==> src/rtl/encoder_pulse_gen.sv <==
// Programmable encoder pulse-train generator: emits Steps full A cycles of 4*Q clocks each.
// Optional macro QUAD_B_EN enables the quadrature B channel and Dir-selected lead/lag.
module encoder_pulse_gen (
  input  logic        CLK,
  input  logic        RST,
  input  logic        En,
  input  logic        Start,
  input  logic        Dir,
  input  logic [15:0] Period,
  input  logic [7:0]  Steps,
  output logic        A,
  output logic        B,
  output logic        Busy,
  output logic        Done,
  output logic [7:0]  Sent
);

  typedef enum logic [1:0] {
    ST_IDLE = 2'd0,
    ST_RUN  = 2'd1,
    ST_DONE = 2'd2
  } state_t;

  state_t      state_r, state_s;
  logic [1:0]  phase_r, phase_s;
  logic [15:0] timer_r, timer_s;
  logic [15:0] q_r, q_s;
  logic [7:0]  steps_r, steps_s;
  logic        dir_r, dir_s;
  logic        a_s, b_s, busy_s, done_s;
  logic [7:0]  sent_s;

  // A level per phase; rev selects the channel that lags
  function automatic logic phase_a(input logic [1:0] ph, input logic rev);
    logic a;
    case (ph)
      2'd0:    a = 1'b0;
      2'd1:    a = ~rev;
      2'd2:    a = 1'b1;
      2'd3:    a = rev;
      default: a = 1'b0;
    endcase
    return a;
  endfunction

`ifdef QUAD_B_EN
  function automatic logic phase_b(input logic [1:0] ph, input logic rev);
    logic b;
    case (ph)
      2'd0:    b = 1'b0;
      2'd1:    b = rev;
      2'd2:    b = 1'b1;
      2'd3:    b = ~rev;
      default: b = 1'b0;
    endcase
    return b;
  endfunction
`else
  // Dir is still captured so the burst context is the same in both builds
  logic dir_unused_s;
  assign dir_unused_s = dir_r;
`endif

  // State and burst-context registers
  always_ff @(posedge CLK) begin
    if (!RST) begin
      state_r <= ST_IDLE;
      phase_r <= 2'd0;
      timer_r <= 16'd0;
      q_r     <= 16'd0;
      steps_r <= 8'd0;
      dir_r   <= 1'b0;
    end else begin
      state_r <= state_s;
      phase_r <= phase_s;
      timer_r <= timer_s;
      q_r     <= q_s;
      steps_r <= steps_s;
      dir_r   <= dir_s;
    end
  end

  // Next-state and quarter-cycle timer logic
  always_comb begin
    state_s = state_r;
    phase_s = phase_r;
    timer_s = timer_r;
    q_s     = q_r;
    steps_s = steps_r;
    dir_s   = dir_r;
    case (state_r)
      ST_IDLE: begin
        if (En && Start) begin
          q_s     = (Period == 16'd0) ? 16'd1 : Period;
          steps_s = Steps;
          dir_s   = Dir;
          phase_s = 2'd0;
          timer_s = q_s - 16'd1;
          state_s = (Steps == 8'd0) ? ST_DONE : ST_RUN;
        end else begin
          state_s = ST_IDLE;
        end
      end
      ST_RUN: begin
        if (!En) begin
          state_s = ST_RUN;
        end else if (timer_r == 16'd0) begin
          phase_s = phase_r + 2'd1;
          timer_s = q_r - 16'd1;
          // Sent reaches Steps during the last cycle, so the wrap to phase 0 ends the burst
          if (phase_r == 2'd3 && Sent == steps_r) begin
            state_s = ST_DONE;
          end else begin
            state_s = ST_RUN;
          end
        end else begin
          timer_s = timer_r - 16'd1;
        end
      end
      ST_DONE: state_s = ST_IDLE;
      default: state_s = ST_IDLE;
    endcase
  end

  // Output values derived from the next state so every output leaves a flop
  always_comb begin
`ifdef QUAD_B_EN
    a_s = phase_a(phase_s, dir_s);
    b_s = phase_b(phase_s, dir_s);
`else
    a_s = phase_a(phase_s, 1'b0);
    b_s = 1'b0;
`endif
    busy_s = (state_s == ST_RUN);
    done_s = (state_s == ST_DONE);
    if (state_r == ST_IDLE && state_s != ST_IDLE) begin
      sent_s = 8'd0;
    end else if (a_s && !A) begin
      sent_s = Sent + 8'd1;
    end else begin
      sent_s = Sent;
    end
  end

  // Output registers
  always_ff @(posedge CLK) begin
    if (!RST) begin
      A    <= 1'b0;
      B    <= 1'b0;
      Busy <= 1'b0;
      Done <= 1'b0;
      Sent <= 8'd0;
    end else begin
      A    <= a_s;
      B    <= b_s;
      Busy <= busy_s;
      Done <= done_s;
      Sent <= sent_s;
    end
  end

endmodule

==> config.mk <==
export PLATFORM = sky130hd
export DESIGN_NAME = encoder_pulse_gen
export DESIGN_NICKNAME = d
export VERILOG_FILES = /design/src/rtl/encoder_pulse_gen.sv
export SDC_FILE = /design/constraint.sdc
export NUM_CORES = 1
export LEC_CHECK = 0
export CORE_ASPECT_RATIO = 0.75
export CORE_MARGIN = 3
export CORE_UTILIZATION = 59
export CTS_CLUSTER_SIZE = 8
export DETAILED_ROUTE_END_ITERATION = 8
export PLACE_DENSITY_LB_ADDON = 0.3
export SKIP_CTS_REPAIR_TIMING = 1
export SYNTH_ARGS = -nofsm -noshare
export SYNTH_HDL_FRONTEND = slang
export SYNTH_SLANG_ARGS = --single-unit
==> constraint.sdc <==
create_clock -name CLK -period 4.9 [get_ports CLK]
set_clock_uncertainty 0.05 [all_clocks]
set_input_delay 1.47 -clock CLK [delete_from_list [all_inputs] [get_ports CLK]]
set_output_delay 1.47 -clock CLK [all_outputs]
set_load 0.01 [all_outputs]
==> results of run 1 <==
[final cells by class]
type                    count  share of cell area
multi-input cells         289               0.511
flip-flops and latches     55               0.316
repair buffers             43               0.120
clock inverters             2              0.0108
clock buffers               5              0.0198
inverters                   1             0.00108
well taps                  57              0.0205
[power groups by stage]
| stage | Sequential, uW | Clock (uW) | Combinational [uW] |
|---|---|---|---|
| 2_1_floorplan | 492 | 0 | 123 |
| 3_3_place_gp | 496 | 0 | 171 |
| 3_5_place_dp | 497 | 0 | 177 |
| 4_1_cts | 487 | 301 | 178 |
| 5_1_grt | 490 | 312 | 199 |
| 6_report | 487 | 300 | 181 |
[worst paths after layout]
kind,to,slack (ns),depth (start not counted)
min reg2reg,q_r[12]$_SDFFE_PN0P_,0.41,2
max reg2reg,timer_r[8]$_SDFFE_PN0P_,1.62,12
max,timer_r[8]$_SDFFE_PN0P_,0.51,13
min,q_r[12]$_SDFFE_PN0P_,0.41,2
[sequential cells by signal (all words and copies together), names as in the netlist]
name	cells
q_r	16
timer_r	16
Sent	8
steps_r	8
phase_r	2
state_r	2
A	1
Busy	1
Done	1
[metrics by stage]
step | setup slack (ns) | hold slack, ns | utilization | cells
final | 0.511 | 0.414 | 0.748 | 452
after global routing | 0.251 | 0.439 | 0.748 | 452
after CTS | 0.603 | 0.414 | 0.748 | 452
after detailed placement | 0.287 | 0.401 | 0.725 | 445
after global placement | 0.402 | 0.396 | 0.725 | 445
after floorplan | 1.28 | 0.387 | - | 364
[layer usage]
layer,global-route usage,up-vias,wire length (um)
met5,0,-,0
met4,0.0774,0,93
met3,0.0512,12,584
met2,0.436,106,3300
met1,0.363,1306,3430
li1,-,1334,-
[worst max-delay path, cell delays in order]
cell and delay (ns):
clkdlybuf4s50_1 0.48, nor4_1 0.53, a41oi_1 0.23, and2_1 0.24, or2_2 0.31, ha_1 0.23, nor2b_1 0.14, a22oi_1 0.23
o21ai_2 0.15, o211ai_4 0.16, xor2_1 0.18, nand2_1 0.07, a21oi_1 0.16
[cell usage in the layout (no fill, tap or decap), drive strengths merged, types with 2 or more instances in the layout]
cell type and n:
and4 2, nor2b 5, a211oi 6, nand2b 2
nor4 12, dfxtp 55, and2 2, mux2 6
clkdlybuf4s50 38, nand4 3, nor2 40, or4 2
nor3 5, xor2 14, and2b 3, mux2i 2
nand2 63, nand3b 2, nor3b 3, nand3 3
a21oi 53, nor4b 2, buf 5, a31oi 7
ha 3, clkbuf 5, nand4b 2, xnor2 12
o21ai 22, or2 2
[kinds of logic (layout without fill, tap and decap cells)]
group / after synthesis / after routing / share of synthesized area
compound gates: 96 / 96 / 0.206
xor+xnor: 26 / 26 / 0.0765
other cells: 1 / 1 / 0.00126
flops: 55 / 55 / 0.370
simple gates: 155 / 155 / 0.267
buf+inv: 20 / 51 / 0.0328
mux: 8 / 8 / 0.0345
fa+ha+maj: 3 / 3 / 0.0126
==> impl_metrics.csv, run 1 <==
group,metric,value,unit
run_status,status,"completed",
hold_path,min_from,"q_r[12]$_SDFFE_PN0P_",
cts,clockBufferDepth,2,
power_and_ir_drop,power_switching,273,uW
place,io_buffers,38,
cts,path_clk_slew,0.09,ns
place,place_congestion,0.891,
cts,insertion_delay,0.31,ns
setup_path,worstPathRequired,5.10,ns
synth,yosys-top-cells-count,"63 x nand2_1, 55 x dfxtp_1, 51 x a21oi_1",
setup_path,rr_startpoint,"timer_r[8]$_SDFFE_PN0P_",
timing,setup_viol,0,
synth,synth.distinct_cells,58,
floorplan,pin_count,41,
power_and_ir_drop,power_switching_share,0.282,
routing,via_count,2758,
run,maxCapViolations,0,
final_layout,final-seq-area,1100,um2
synth,synth_area,2980,um2
cts,htreeDepth,2,
routing,ant_nets,0,
synth,seq_area_frac_synth,0.370,
floorplan,die_y,67.5,um
power_and_ir_drop,comb_power_share,0.187,
power_and_ir_drop,power_density,278,nW/um2
final_layout,syn2layout_area_growth,16.8,%
synth,synth.area.top_cells,"dfxtp_1 37%, a21oi_1 8.6%, nand2_1 7.9%",
synth,synth-edff-count,0,
floorplan,die_width,88.0,um
synth,synth_area_leader_cell,"dfxtp_1",
global_route,grt_pass1_wl,12400,um
synth,synth_top_area_frac,0.370,
synth,synth_nets,396,
routing,drt_iter0_drc,194,
floorplan,dieArea,5940,um2
setup_path,cp.arrival,4.59,ns
global_route,track_usage,0.267,
setup_path,worstSetupStartpointType,"primary input",
timing,rsz0062_at_grt,"no",
routing,dr.pass1.iters,6,
final_layout,layout.nets,427,
setup_path,endpoint_kind,"register",
global_route,antenna_found_initial,0,
hold_path,hp-class,"register to register",
setup_path,critPathKind,"primary input to register",
power_and_ir_drop,p_total,968,uW
setup_path,startpoint,"Period[4]",
final_layout,n_fill_cell,353,
synth,avgSynthCellArea,8.18,um2
synth,synth.most_common_cell,"nand2_1",
timing,fin_crit,4.39,ns
cts,clockRootBuffer,"clkbuf_8",
timing,fmax,0.228,GHz
power_and_ir_drop,p_int,694,uW
timing,worstMarginPinSlew,0.837,ns
floorplan,start_util,0.640,
final_layout,final_area,3480,um2
power_and_ir_drop,p_leak,0.00125,uW
routing,wl_per_cell,16.4,um
place,hpwl,5240,um
synth,yosys_most_used_dff,"dfxtp_1",
final_layout,num_antenna_cells,0,
place,place_area,3370,um2
cts,cts_tree,"built",
power_and_ir_drop,power.share.sequential,0.504,
floorplan,placeableCoreArea,4650,um2
synth,syn_inst,364,
timing,tns,0,ns
timing,period_share,0.896,
cts,cts.sink_count,55,
global_route,grt_pass1_vias,2580,
power_and_ir_drop,p_clk_frac,0.310,
power_and_ir_drop,max-vdd-ir-drop,0.000170,V
final_layout,multi_input_area,1780,um2
floorplan,row_count,21,
synth,async_reset_ff_frac,0,
routing,viasPerCell,6.10,
global_route,grt_overflow,0,
synth,postSynthRegisterBits,55,
cts,numCtsBuffers,5,
final_layout,layout-drive-gt1-share,0.101,
timing,slew-limit-headroom,0.442,
timing,slew_violations,0,
timing,hold_viol,0,
global_route,grt_max_degree,28,
routing,routed_wl,7410,um
routing,drc,0,
synth,yosys_warnings,0,
setup_path,crit_fanout,4,
Note: power is estimated with default switching activity, not from simulation.
==> run 2, diff against run 1 <==
CORE_UTILIZATION = 40   (was 59)
==> run 2 against run 1 <==
  * Combinational power about the same
  * Setup slack worse by 0.058 ns
  * Worst hold slack better by 0.0024 ns
  * Die area up 43%
  * Flip-flop and latch count stayed put
  * Via count is 6.0% lower
  * Clock-buffer cell count up 1
  * Clock power shrank 11%
  * Register-to-register slack improved by 0.04 ns
  * Critical path depth stayed put
  * Fmax fell by 1.3%
  * Critical path type unchanged
  * Largest power group unchanged
  * Sequential share of layout area decreased by 0.39 points
  * Critical endpoint is now timer_r[14]$_SDFFE_PN0P_
==> impl_metrics.csv, run 2 (synthesized netlist as in run 1, its figures left out) <==
group,metric,value,unit
routing,wl_per_cell,14.8,um
final_layout,largest_registers,"q_r: 16 flops, timer_r: 16 flops",
global_route,grt_pass1_wl,12100,um
power_and_ir_drop,comb_power_share,0.191,
global_route,grt_max_degree,29,
routing,routed_wl,7300,um
cts,cts_tree,"built",
power_and_ir_drop,power.share.sequential,0.522,
hold_path,min_to,"q_r[13]$_SDFFE_PN0P_",
power_and_ir_drop,power_switching_share,0.292,
timing,fmax,0.225,GHz
routing,ant_nets,0,
timing,period_share,0.908,
place,place_congestion,0.849,
final_layout,n_fill_cell,705,
cts,insertion_delay,0.31,ns
floorplan,pin_count,41,
routing,top_layer_used,"met4",
place,hpwl,5220,um
cts,clockRootBuffer,"clkbuf_8",
timing,setup_viol,0,
global_route,grt_overflow,0,
place,io_buffers,38,
setup_path,reg2regPathDepth,12,
routing,dr.pass1.iters,4,
final_layout,final-seq-area,1100,um2
setup_path,worstSetupStartpointType,"primary input",
timing,worstMarginPinSlew,0.853,ns
cts,clockBufferDepth,2,
place,place_ws,0.236,ns
cts,numCtsBuffers,5,
power_and_ir_drop,p_int,660,uW
final_layout,num_antenna_cells,0,
power_and_ir_drop,p_leak,0.00124,uW
final_layout,mostFrequentLayoutCells,"63 x nand2_1, 55 x dfxtp_1, 51 x a21oi_1",
timing,slew-limit-headroom,0.431,
final_layout,layout.nets,427,
global_route,grt_pass1_vias,2412,
floorplan,dieArea,8530,um2
floorplan,die_width,106,um
place,place_area,3420,um2
routing,drt_iter0_drc,107,
power_and_ir_drop,power_switching,272,uW
setup_path,critPathKind,"primary input to register",
floorplan,row_count,26,
routing,drc,0,
setup_path,rr_startpoint,"timer_r[8]$_SDFFE_PN0P_",
timing,tns,0,ns
timing,slew_violations,0,
setup_path,cp.arrival,4.56,ns
routing,wl_met2,3120,um
routing,via_count,2592,
cts,path_clk_slew,0.10,ns
timing,fin_crit,4.45,ns
setup_path,crit_fanout,4,
floorplan,start_util,0.424,
floorplan,die_y,80.7,um
timing,setup_ws,0.453,ns
run_status,status,"completed",
global_route,track_usage,0.176,
timing,rsz0062_at_grt,"no",
setup_path,endpoint_kind,"register",
floorplan,placeableCoreArea,7030,um2
routing,wl_met1,3740,um
cts,htreeDepth,2,
final_layout,syn2layout_area_growth,18.3,%
run,maxCapViolations,0,
power_and_ir_drop,max-vdd-ir-drop,0.000177,V
setup_path,worstPathRequired,5.01,ns
hold_path,min_path_cells,2,
power_and_ir_drop,p_clk_frac,0.287,
routing,wl_met3,401,um
cts,cts.sink_count,55,
final_layout,fin_util,0.501,
final_layout,multi_input_area,1780,um2
timing,hold_viol,0,
setup_path,regToRegSetupSlack,1.66,ns
power_and_ir_drop,power_density,265,nW/um2
setup_path,worstReg2RegEnd,"timer_r[14]$_SDFFE_PN0P_",
hold_path,hp-class,"register to register",
final_layout,layout-drive-gt1-share,0.104,
routing,viasPerCell,5.25,
final_layout,final_area,3520,um2
final_layout,final_common_cell,"nand2_1",
hold_path,min_from,"q_r[13]$_SDFFE_PN0P_",
global_route,antenna_found_initial,0,
[run 2: worst max path at each step]
stage,from,depth (start not counted),to
2_1_floorplan,Period[3],10,timer_r[4]$_SDFFE_PN0P_
3_3_place_gp,Period[3],13,timer_r[14]$_SDFFE_PN0P_
3_5_place_dp,Period[4],13,timer_r[14]$_SDFFE_PN0P_
4_1_cts,Period[4],13,timer_r[14]$_SDFFE_PN0P_
5_1_grt,Period[4],13,timer_r[12]$_SDFFE_PN0P_
6_report,Period[4],13,timer_r[14]$_SDFFE_PN0P_
[run 2: final cells by class]
cell class,instances,area share
Multi-Input combinational cell,289,0.505
Sequential cell,55,0.313
Timing Repair Buffer,43,0.119
Tap cell,98,0.0348
Clock buffer,6,0.0234
Clock inverter,2,0.00462
Inverter,1,0.00107
[run 2: per-layer routing]
metal	up-vias	track usage
li1	1331	-
met1	1193	0.256
met2	63	0.273
met3	5	0.0361
met4	0	0.0310
met5	-	0
[run 2: power groups by stage]
| stage | Sequential [uW] | Clock (uW) | Combinational, uW |
|---|---|---|---|
| after floorplan | 492 | 0 | 123 |
| after global placement | 496 | 0 | 174 |
| after detailed placement | 497 | 0 | 177 |
| after CTS | 486 | 277 | 178 |
| after global routing | 490 | 298 | 195 |
| final | 486 | 268 | 178 |
[run 2: stage by stage]
step                hold WS, ns  total power (uW)  cells
finish                    0.416               933    494
global route              0.443               983    494
CTS                       0.418               941    494
detailed placement        0.403               674    486
global placement          0.396               670    486
floorplan                 0.387               615    364
[run 2: critical path, cell delays in order]
cell and delay [ns]:
clkdlybuf4s50_1 0.48, nor4_1 0.58, a41oi_1 0.27, and2_1 0.25, or2_2 0.29, ha_1 0.22
nor2b_1 0.14, a22oi_1 0.21, o21ai_2 0.14, o211ai_4 0.16, nor4_2 0.10, xnor2_1 0.16
a21oi_1 0.09
